[config.mk]
export PLATFORM = sky130hd
export DESIGN_NAME = dunc_core
export DESIGN_NICKNAME = d
export VERILOG_FILES = /design/src/rtl/dunc_pkg.sv /design/src/rtl/dunc_tstate.sv /design/src/rtl/dunc_core.sv
export SDC_FILE = /design/constraint.sdc
export NUM_CORES = 1
export LEC_CHECK = 0
export CORE_UTILIZATION = 50
export CTS_CLUSTER_DIAMETER = 150
export DETAILED_ROUTE_END_ITERATION = 7
export PLACE_DENSITY = 0.89
export SETUP_SLACK_MARGIN = 0.05
export SLEW_MARGIN = 25
export SYNTH_ARGS = -nofsm -noshare
export SYNTH_HDL_FRONTEND = slang
export SYNTH_SLANG_ARGS = --single-unit
[constraint.sdc]
create_clock -name CLK -period 3.7 [get_ports CLK]
set_clock_uncertainty 0.05 [all_clocks]
set_input_delay 0.555 -clock CLK [delete_from_list [all_inputs] [get_ports CLK]]
set_output_delay 0.555 -clock CLK [all_outputs]
set_load 0.03 [all_outputs]
[src/rtl/dunc_pkg.sv]
// Shared opcode, phase and decode definitions for the dunc_core accumulator CPU.
package dunc_pkg;

    typedef enum logic [3:0] {
        OP_NOP = 4'h0,
        OP_LDA = 4'h1,
        OP_STA = 4'h2,
        OP_ADD = 4'h3,
        OP_SUB = 4'h4,
        OP_AND = 4'h5,
        OP_JMP = 4'h6,
        OP_JZ  = 4'h7,
        OP_JN  = 4'h8,
        OP_HLT = 4'hF
    } opcode_e;

    typedef enum logic [1:0] {
        PH_0 = 2'd0,
        PH_1 = 2'd1,
        PH_2 = 2'd2,
        PH_3 = 2'd3
    } phase_e;

    localparam logic [3:0] PH_T0 = 4'b0001;
    localparam logic [3:0] PH_T1 = 4'b0010;
    localparam logic [3:0] PH_T2 = 4'b0100;
    localparam logic [3:0] PH_T3 = 4'b1000;

    // Memory-class opcodes take an EXECUTE cycle after FETCH.
    function automatic logic is_mem_op(input logic [3:0] op);
        return op <= OP_AND;
    endfunction

    function automatic logic is_rd_op(input logic [3:0] op);
        return (op == OP_LDA) || (op == OP_ADD) || (op == OP_SUB) || (op == OP_AND);
    endfunction

endpackage

[src/rtl/dunc_tstate.sv]
// Four-phase T0-T3 generator with wait-state stall and halt freeze.
module dunc_tstate
    import dunc_pkg::*;
(
    input  logic clk,
    input  logic rst,
    input  logic stall,
    input  logic freeze,
    output logic t0,
    output logic t1,
    output logic t2,
    output logic t3
);

    phase_e     phase;
    phase_e     phase_next;
    logic [3:0] onehot;

    always_ff @(posedge clk or posedge rst) begin
        if (rst) phase <= PH_0;
        else     phase <= phase_next;
    end

    always_comb begin
        phase_next = phase;
        onehot     = PH_T0;
        if (!stall && !freeze) begin
            case (phase)
                PH_0:    phase_next = PH_1;
                PH_1:    phase_next = PH_2;
                PH_2:    phase_next = PH_3;
                default: phase_next = PH_0;
            endcase
        end
        case (phase)
            PH_0:    onehot = PH_T0;
            PH_1:    onehot = PH_T1;
            PH_2:    onehot = PH_T2;
            default: onehot = PH_T3;
        endcase
    end

    assign {t3, t2, t1, t0} = onehot;

endmodule

[src/rtl/dunc_core.sv]
// Parametrised single-accumulator CPU: FETCH/EXECUTE sequencing, registers, decode and ALU.
module dunc_core
    import dunc_pkg::*;
#(
    parameter int unsigned         DATA_W   = 16,
    parameter int unsigned         ADDR_W   = 12,
    parameter logic [ADDR_W-1:0]   RESET_PC = '0
) (
    input  logic              CLK,
    input  logic              RESET,
    input  logic [DATA_W-1:0] MEM_RDATA,
    input  logic              MEM_READY,
    output logic [ADDR_W-1:0] MEM_ADDR,
    output logic [DATA_W-1:0] MEM_WDATA,
    output logic              MEM_RD,
    output logic              MEM_WE,
    output logic              T0,
    output logic              T1,
    output logic              T2,
    output logic              T3,
    output logic              FETCH,
    output logic              EXECUTE,
    output logic [ADDR_W-1:0] PC_OUT,
    output logic [ADDR_W-1:0] MA_OUT,
    output logic [DATA_W-1:0] MD_OUT,
    output logic [DATA_W-1:0] AC_OUT,
    output logic [3:0]        IR_OUT,
    output logic              HALTED
);

    logic              fetch;
    logic              halted;
    logic [ADDR_W-1:0] pc;
    logic [ADDR_W-1:0] ma;
    logic [DATA_W-1:0] md;
    logic [DATA_W-1:0] ac;
    logic [3:0]        ir;
    logic              t0, t1, t2, t3;
    logic              rd, we, stall, take_jump;
    logic [DATA_W-1:0] alu;

    // Strobes come only from registered state so MEM_READY never reaches them.
    assign rd    = t1 && !halted && (fetch || is_rd_op(ir));
    assign we    = t1 && !halted && !fetch && (ir == OP_STA);
    assign stall = (rd || we) && !MEM_READY;

    dunc_tstate u_tstate (
        .clk    (CLK),
        .rst    (RESET),
        .stall  (stall),
        .freeze (halted),
        .t0     (t0),
        .t1     (t1),
        .t2     (t2),
        .t3     (t3)
    );

    always_comb begin
        take_jump = 1'b0;
        case (ir)
            OP_JMP:  take_jump = 1'b1;
            OP_JZ:   take_jump = (ac == '0);
            OP_JN:   take_jump = ac[DATA_W-1];
            default: take_jump = 1'b0;
        endcase
    end

    always_comb begin
        alu = ac;
        case (ir)
            OP_LDA:  alu = md;
            OP_ADD:  alu = ac + md;
            OP_SUB:  alu = ac - md;
            OP_AND:  alu = ac & md;
            default: alu = ac;
        endcase
    end

    always_ff @(posedge CLK or posedge RESET) begin
        if (RESET) begin
            fetch  <= 1'b1;
            halted <= 1'b0;
            pc     <= RESET_PC;
            ma     <= '0;
            md     <= '0;
            ac     <= '0;
            ir     <= '0;
        end else if (!halted) begin
            if (fetch) begin
                if (t0) ma <= pc;
                if (t1 && !stall) md <= MEM_RDATA;
                if (t2) begin
                    ir <= md[DATA_W-1 -: 4];
                    ma <= md[ADDR_W-1:0];
                    pc <= pc + ADDR_W'(1);
                end
                if (t3) begin
                    if (is_mem_op(ir)) begin
                        fetch <= 1'b0;
                    end else begin
                        if (take_jump)     pc     <= ma;
                        if (ir == OP_HLT)  halted <= 1'b1;
                    end
                end
            end else begin
                if (t0 && (ir == OP_STA))          md    <= ac;
                if (t1 && !stall && is_rd_op(ir))  md    <= MEM_RDATA;
                if (t2)                            ac    <= alu;
                if (t3)                            fetch <= 1'b1;
            end
        end
    end

    assign MEM_ADDR  = ma;
    assign MEM_WDATA = md;
    assign MEM_RD    = rd;
    assign MEM_WE    = we;
    assign T0        = t0;
    assign T1        = t1;
    assign T2        = t2;
    assign T3        = t3;
    assign FETCH     = fetch;
    assign EXECUTE   = !fetch;
    assign PC_OUT    = pc;
    assign MA_OUT    = ma;
    assign MD_OUT    = md;
    assign AC_OUT    = ac;
    assign IR_OUT    = ir;
    assign HALTED    = halted;

endmodule

; ---- Word-level counts from Yosys, hierarchy flattened
; Index checks and enable logic that the tools add are counted.
[classes]
addsub = 3
magnitude_cmp = 1
n_eq_ne = 12
mux = 23
n_bitwise = 3
n_reduce_logical = 28
[op_table]
columns = operator, count
row1 = 2-to-1 mux 12 bit, 6
row2 = 2-to-1 mux 16 bit, 4
row3 = case mux 16 bit (4 select lines), 1
row4 = adder 16 bit, 1
row5 = bitwise AND 16 bit, 1
row6 = equality test 4 x 3 -> 1 bit (second input constant), 4
row7 = zero test 16 bit, 1
row8 = subtractor 16 bit, 1
row9 = adder 12 x 1 -> 12 bit (second input constant), 1
row10 = case mux 4 bit (3 select lines), 1
row11 = logical AND 1 bit, 9
row12 = 2-to-1 mux 1 bit, 9
row13 = AND reduction 3 bit, 3
row14 = equality test 4 x 2 -> 1 bit (second input constant), 2
row15 = equality test 4 bit (second input constant), 2
row16 = case mux 2 bit (3 select lines), 1
row17 = logical OR 1 bit, 5
row18 = equality test 4 x 1 -> 1 bit (second input constant), 1
row19 = less-or-equal comparator 4 x 3 -> 1 bit (second input constant), 1
row20 = zero test 1 bit, 4
row21 = AND reduction 4 bit, 1
row22 = nonzero test 4 bit, 1
row23 = case mux 1 bit (3 select lines), 1
row24 = nonzero test 3 bit, 1
row25 = other kinds (7), 8
[word_totals]
regBits = 64
in_bits = 19
out_inout_bits = 97
wordCells = 78

; ---- Depth between registers and ports, before layout
; Gate-level depths: netlist of run 1.
[depth]
depth_word = 13
ltp_mapped = 14
mapped_depth_nobuf = 14

; ---- Hierarchy
; Synthesis of run 1 repeated with hierarchy kept, for this count alone.
[hier_totals]
cells_unflattened = 540
hier_area_um2 = 4674.5
[modules_own_cells]
columns = mod, instances, cells_per_inst, area_each_um2, seq_area_each_um2
row1 = dunc_core, 1, 525, 4518.1, 1552.7
row2 = dunc_tstate, 1, 15, 156.4, 50.0

; ---- Worst setup path after synthesis of run 1
; No wires, ideal clock.
[synth_path]
path_type = register -> register
startpoint = register ir[1], in the netlist IR_OUT[1]
endpoint = register ac[12], in the netlist AC_OUT[12]
setup_ns = 0.140
t_arrival_ns = 2.948
t_required_ns = 3.510
path_slack_ns = 0.562
path_stages_with_launch = 14
n_path_buf = 2
period_less_slack_ns = 3.138
cell_sequence = dfrtp_1 > buf_4 > nand2b_1 > nor3_1 > buf_2 > a21oi_1 > xnor2_1 > ha_1 > and3_1 > a221oi_2 > o21a_1 > o21ai_0 > xnor2_1 > o221ai_1
[synth_between]
elab_chain_cells = 3
[synth_lines]
columns = element, line_no
row1 = from (decl), dunc_core.sv:37  ; logic [3:0] ir;
row2 = from (signal assigned), dunc_core.sv:93  ; ir <= md[DATA_W-1 -: 4];
row3 = "equality test 4 x 1 -> 1 bit, or another cell as far along", dunc_core.sv:70  ; case (ir)
row4 = nonzero test 4 bit (no line), n/a
row5 = AND reduction 4 bit (no line), n/a
row6 = to (signal assigned), dunc_core.sv:108  ; if (t2) ac <= alu;
row7 = to (decl), dunc_core.sv:36  ; logic [DATA_W-1:0] ac;
; Parallel ways exist; a longest one is shown, timed or not.
; A chain may end at the register's enable or synchronous reset.

; ---- Worst setup path after layout of run 1
[layout_path]
startpoint = register ir[2], in the netlist IR_OUT[2]
endpoint = register ac[12], in the netlist AC_OUT[12]
; The elaborated chain is that of the path after synthesis.

==> results.ini, run 1 <==
[outcome]
run_status = finished clean

[die]
die_area_um2 = 9750
rows = 34
boundaryPins = 116
die_width_um = 98.8
coreArea_um2 = 8890
start_util_pct = 52.6
die_h_um = 98.8

[clocking]
post_cts_hold_buffer_count = 0
cts.sinks = 64
tritoncts.num_buffers = 9
postCtsSetupRepairBufs = 0
clock_tree.htree_level_count = 3
ctsLongestPathBuffers = 2
tritoncts = built
clk_pin_slew_worst_paths_ns = 0.08
cts.root.buffer_cell = sky130_fd_sc_hd__clkbuf_8
clock_latency_ns = 0.35
cts_resized = 0

[yosys]
synth_enable_flop_cells = 0
post_synthesis_sequential_area_ratio_pct = 34.2
yosys-top-cells-count = 63 x sky130_fd_sc_hd__dfrtp_1, 59 x sky130_fd_sc_hd__nand2_1, 57 x sky130_fd_sc_hd__o21ai_0
postSynthRegisterBits = 64
synth_fp_nets = 575
synth_top_area_share_pct = 33.7
synth-warning-count = 0
netlist_top_cells_area = sky130_fd_sc_hd__dfrtp_1 34%, sky130_fd_sc_hd__mux2i_1 6.6%, sky130_fd_sc_hd__ha_1 6.1%
syn_inst_count = 532
synth.most_common_cell = sky130_fd_sc_hd__dfrtp_1
postSynth.asyncResetShare_pct = 100
post-synth-top-area-cell = sky130_fd_sc_hd__dfrtp_1
yosys_most_used_dff = sky130_fd_sc_hd__dfrtp_1
ys_types = 60
mappedNetlistArea_um2 = 4680
syn-mean-instance-area_um2 = 8.80

[sta]
slew_headroom_pct = 36.4
setup_violations = 0
maxClockFrequency_mhz = 301
final.period_utilization_pct = 89.7
rsz0062_at_grt = false
finalHoldViolations = 0
tns_ns = 0
timing_max_transition_violations_final = 0
final_period_minus_worst_setup_slack_ns = 3.32
timing_worst_slew_pin_value_ns = 0.954

[worst_setup_path]
reg2reg_depth = 10
cp_data_required_time_ns = 3.85
path_max_fanout = 13
worst_setup_ep_type = flop
critPathKind = reg -> reg
cp-start-kind = flop
cp.arrival_ns = 3.47

[drt]
drc = 0
violation_count_after_the_first_detailed_routing_iteration = 273
routed_wl_um = 13400
route.antenna.remaining_nets = 0
drt-pass1-iter-count = 5
wl_per_cell_um = 18.5
avgViaCountPerCell = 5.98
number_of_vias_after_detailed_routing = 4339

[global_routing]
grt_antenna_before_repair = 0
first_global_vias = 4289
grt.overflow.total = 0
grt_first_pass_wirelength_um = 21300
globalRouteTotalUtil_pct = 27.6
maximum_number_of_pins_on_one_net_before_global_route_repair = 49

[placement]
post-dp-hpwl_um = 9410
portBuffers = 115
post-place-cells = 709
place_congestion = 0.942

[cells_and_area]
areaGrowthSynthToFinish_pct = 25.7
post_route_cells_drive_above_1_share_pct = 6.65
net_count_final = 655
final_core_utilization_pct = 66.2
filler_cell_count = 730
antennaDiodeCount = 0
fin_cells = 725

[worst_hold_path]
min_delay_path_depth = 2
worst_hold_path_type = reg -> reg

[run]
max_cap_viol_count = 0

registers in the layout, summed over array words and instances (netlist names):
| register | flops |
|---|---|
| FETCH | 1 |
| u_tstate.phase | 2 |
| MD_OUT | 16 |
| MA_OUT | 12 |
| IR_OUT | 4 |
| PC_OUT | 12 |
| HALTED | 1 |
| AC_OUT | 16 |
per-layer routing:
layer / routed length [um] / GRT usage [%] / vias to the layer above
li1: - / - / 2035
met3: 1000 / 6.31 / 23
met1: 5560 / 34.3 / 2081
met2: 6630 / 47.5 / 200
met5: 0 / 0 / -
met4: 200 / 9.18 / 0
final timing paths:
kind                                 start          to  slack, ns
worst max-delay path             IR_OUT[2]  AC_OUT[12]       0.38
worst min-delay path            MA_OUT[11]  MA_OUT[11]       0.50
worst max register to register   IR_OUT[2]  AC_OUT[12]       0.38
worst min register to register  MA_OUT[11]  MA_OUT[11]       0.50
max in group asynchronous            RESET  MA_OUT[10]       2.30
min in group asynchronous            RESET   AC_OUT[6]       0.62
cell families (layout without fill, tap and decap cells):
logic type               Yosys count  in the layout  synth area share [%]
AO/OA/AOI/OAI                    174            174                  22.9
AND/OR/NAND/NOR                  132            132                  13.8
buffers and inverters             74            159                  9.38
flip-flops                        64             64                  34.2
multiplexers                      35             35                  7.59
XOR/XNOR                          29             29                  5.59
adder cells (fa/ha/maj)           24             24                  6.58
area by class of cell:
type	count	area, um^2	share of cell area [%]
timing repair buffer	122	1200	20.5
tap	108	135	2.30
clock inverter	5	80.1	1.36
multi-input combinational	394	2640	44.9
inverter	21	80.1	1.36
clock buffer	11	141	2.40
sequential	64	1600	27.2
per-stage QoR:
stage | instance area, um^2 | hold slack (ns) | worst slack [ns]
5_1_grt | 5880 | 0.539 | 0.253
2_1_floorplan | 4680 | 0.509 | 0.562
3_3_place_gp | 5660 | 0.464 | 0.581
6_report | 5880 | 0.499 | 0.380
3_5_place_dp | 5660 | 0.487 | 0.434
4_1_cts | 5880 | 0.504 | 0.409
placed cells by master, fill, tap and decap left out, drive strengths merged, types with 3 or more instances in the layout:
cell | synthesis | routed
inv | 21 | 20
nand4 | 3 | 3
buf | 43 | 7
nand2 | 59 | 59
mux2 | 4 | 4
o22ai | 5 | 5
mux2i | 31 | 31
clkdlybuf4s50 | 0 | 115
nand2b | 4 | 4
o221ai | 3 | 3
nor3 | 8 | 8
or3 | 3 | 3
o21a | 9 | 9
a21oi | 47 | 47
dfrtp | 63 | 63
a31oi | 6 | 6
and3 | 3 | 3
nand3 | 9 | 9
o211ai | 3 | 3
xor2 | 10 | 10
nor4 | 7 | 7
a22oi | 11 | 11
ha | 23 | 23
a21o | 18 | 18
o21ai | 61 | 61
nor2 | 25 | 25
xnor2 | 19 | 19
clkbuf | 10 | 11
worst max-delay path, cell delays in order, from the launching register on:
cell,delay [ns]
sky130_fd_sc_hd__dfrtp_1,0.60
sky130_fd_sc_hd__nand2b_1,0.19
sky130_fd_sc_hd__or3_1,0.40
sky130_fd_sc_hd__mux2i_1,0.18
sky130_fd_sc_hd__fa_1,0.46
sky130_fd_sc_hd__a21o_1,0.22
sky130_fd_sc_hd__a221oi_2,0.41
sky130_fd_sc_hd__o21a_1,0.22
sky130_fd_sc_hd__o21ai_0,0.13
sky130_fd_sc_hd__xnor2_1,0.18
sky130_fd_sc_hd__o221ai_1,0.13
Power of run 1 is left out: the tool's default activity adds up to more than one toggle a clock period on the data nets, which glitch-free logic cannot reach.
==> run 2, diff against run 1 <==
--- a/config.mk
+++ b/config.mk
@@ -5,11 +5,12 @@
 export SDC_FILE = /design/constraint.sdc
 export NUM_CORES = 1
 export LEC_CHECK = 0
-export CORE_UTILIZATION = 50
+export CORE_UTILIZATION = 40
 export CTS_CLUSTER_DIAMETER = 150
 export DETAILED_ROUTE_END_ITERATION = 7
-export PLACE_DENSITY = 0.89
+export PLACE_DENSITY = 0.75
 export SETUP_SLACK_MARGIN = 0.05
+export SKIP_LAST_GASP = 1
 export SLEW_MARGIN = 25
 export SYNTH_ARGS = -nofsm -noshare
 export SYNTH_HDL_FRONTEND = slang
==> run 2 against run 1 <==
Compared with the run above:
- wire length is 2.2% lower
- first-iteration DRC count rose by 20%
- register-to-register slack gained 0.08 ns
- cell area is 2.0% higher
- worst setup slack gained 0.080 ns
- critical path type unchanged
==> results.ini, run 2 (synthesis gave the netlist of run 1 again) <==
[worst_hold_path]
worst_hold_path_type = reg -> reg

[cells_and_area]
mostFrequentLayoutCells = 115 x sky130_fd_sc_hd__clkdlybuf4s50_1, 63 x sky130_fd_sc_hd__dfrtp_1, 59 x sky130_fd_sc_hd__nand2_1
regArea_um2 = 1600
net_count_final = 654
layout.cells.most_common = sky130_fd_sc_hd__clkdlybuf4s50_1
areaGrowthSynthToFinish_pct = 28.1
final_core_utilization_pct = 52.5
filler_cell_count = 1049
post_route_cells_drive_above_1_share_pct = 6.49
antennaDiodeCount = 0
combined_area_of_the_multi_input_logic_cells_um2 = 2640

[clocking]
tritoncts.num_buffers = 9
ctsLongestPathBuffers = 2
post_cts_hold_buffer_count = 0
cts_resized = 0
cts.root.buffer_cell = sky130_fd_sc_hd__clkbuf_16
clk_pin_slew_worst_paths_ns = 0.05
tritoncts = built
clock_latency_ns = 0.34
clock_tree.htree_level_count = 3
postCtsSetupRepairBufs = 0
cts.sinks = 64

[placement]
pre_cts_slack_ns = 0.487
post-dp-hpwl_um = 9410
portBuffers = 115
place_congestion = 0.954

[die]
start_util_pct = 41.0
die_h_um = 110
rows = 39
die_width_um = 110
die_area_um2 = 12100
coreArea_um2 = 11400
boundaryPins = 116

[power_and_ir_drop]
total_leakage_power_nw = 2.59
p_sw_share_pct = 50.3
max-vdd-ir-drop_uv = 586
share_clk_of_total_power_pct = 12.5
power_share_of_the_sequential_group_pct = 22.2
combinationalPowerShare_pct = 65.4
cellPowerDensity_nw_per_um2 = 1160
internal_dissipation_mw = 3.47
power_switching_mw = 3.51

[drt]
avgViaCountPerCell = 5.64
routed_wl_um = 13100
met3RoutedLength_um = 896
drt-pass1-iter-count = 4
number_of_vias_after_detailed_routing = 4278
drc = 0
met1Wirelength_um = 5650
violation_count_after_the_first_detailed_routing_iteration = 328
wl_per_cell_um = 17.3
route.antenna.remaining_nets = 0
route.top_layer_used = met4
routed-wl-met2_um = 6200

[global_routing]
first_global_vias = 3990
globalRouteTotalUtil_pct = 22.6
grt.overflow.total = 0
grt_first_pass_wirelength_um = 20700
maximum_number_of_pins_on_one_net_before_global_route_repair = 43
grt_antenna_before_repair = 0

[outcome]
run_status = finished clean

[sta]
setup_violations = 0
final_period_minus_worst_setup_slack_ns = 3.24
final.period_utilization_pct = 87.6
slew_headroom_pct = 28.8
finalHoldViolations = 0
timing_max_transition_violations_final = 0
maxClockFrequency_mhz = 309
rsz0062_at_grt = false
post-route-worst-setup-slack_ns = 0.459
timing_worst_slew_pin_value_ns = 1.06
tns_ns = 0

[worst_setup_path]
cp_data_required_time_ns = 3.84
cp.arrival_ns = 3.38
worst_setup_ep_type = flop
critPathKind = reg -> reg
path_max_fanout = 11
cp-start-kind = flop

[run]
max_cap_viol_count = 0

[run 2: stage by stage]
stage	cells	power, mW	hold slack, ns	instance area, um^2
finish	759	6.98	0.479	6000
global route	759	7.47	0.516	6000
detailed placement	743	6.06	0.478	5700
global placement	743	5.97	0.464	5700
CTS	759	6.96	0.486	6000
floorplan	532	4.74	0.509	4680
[run 2: worst max-delay path, stage by stage (launching register included)]
cell	delay, ns
sky130_fd_sc_hd__dfrtp_1	0.49
sky130_fd_sc_hd__nand2b_1	0.27
sky130_fd_sc_hd__or3_1	0.41
sky130_fd_sc_hd__mux2i_1	0.19
sky130_fd_sc_hd__fa_1	0.45
sky130_fd_sc_hd__a21o_1	0.22
sky130_fd_sc_hd__a221oi_2	0.38
sky130_fd_sc_hd__o21a_1	0.22
sky130_fd_sc_hd__o21ai_0	0.12
sky130_fd_sc_hd__xnor2_1	0.16
sky130_fd_sc_hd__o221ai_1	0.13
[run 2: final cells by class]
cell class	count	area share, %
flip-flops and latches	64	26.7
well taps	143	2.98
clock inverters	3	0.668
clock buffers	13	4.34
repair buffers	121	19.9
multi-input cells	394	44.0
inverters	21	1.31
[run 2: worst paths after layout]
kind	slack [ns]	from	to	depth (start not counted)
max in group asynchronous	2.13	RESET	AC_OUT[6]	3
worst min register to register	0.48	MA_OUT[5]	MA_OUT[5]	2
worst max register to register	0.46	IR_OUT[1]	AC_OUT[12]	10
worst min-delay path	0.48	MA_OUT[5]	MA_OUT[5]	2
min in group asynchronous	0.53	RESET	u_tstate.phase[0]	2
worst max-delay path	0.46	IR_OUT[1]	AC_OUT[12]	10
[run 2: metal layers]
metal  GRT usage, %  vias up
li1               -     2034
met1           28.6     2055
met2           38.2      161
met3           4.00       28
met4           9.49        0
met5              0        -
[run 2: power groups by stage]
stage	sequential (mW)	clock, mW	combinational [mW]
global placement	1.53	0	4.43
CTS	1.54	0.877	4.54
detailed placement	1.55	0	4.51
floorplan	1.88	0	2.86
finish	1.55	0.870	4.56
global route	1.60	0.911	4.96
No activity file was read; power rests on OpenSTA's default activity.
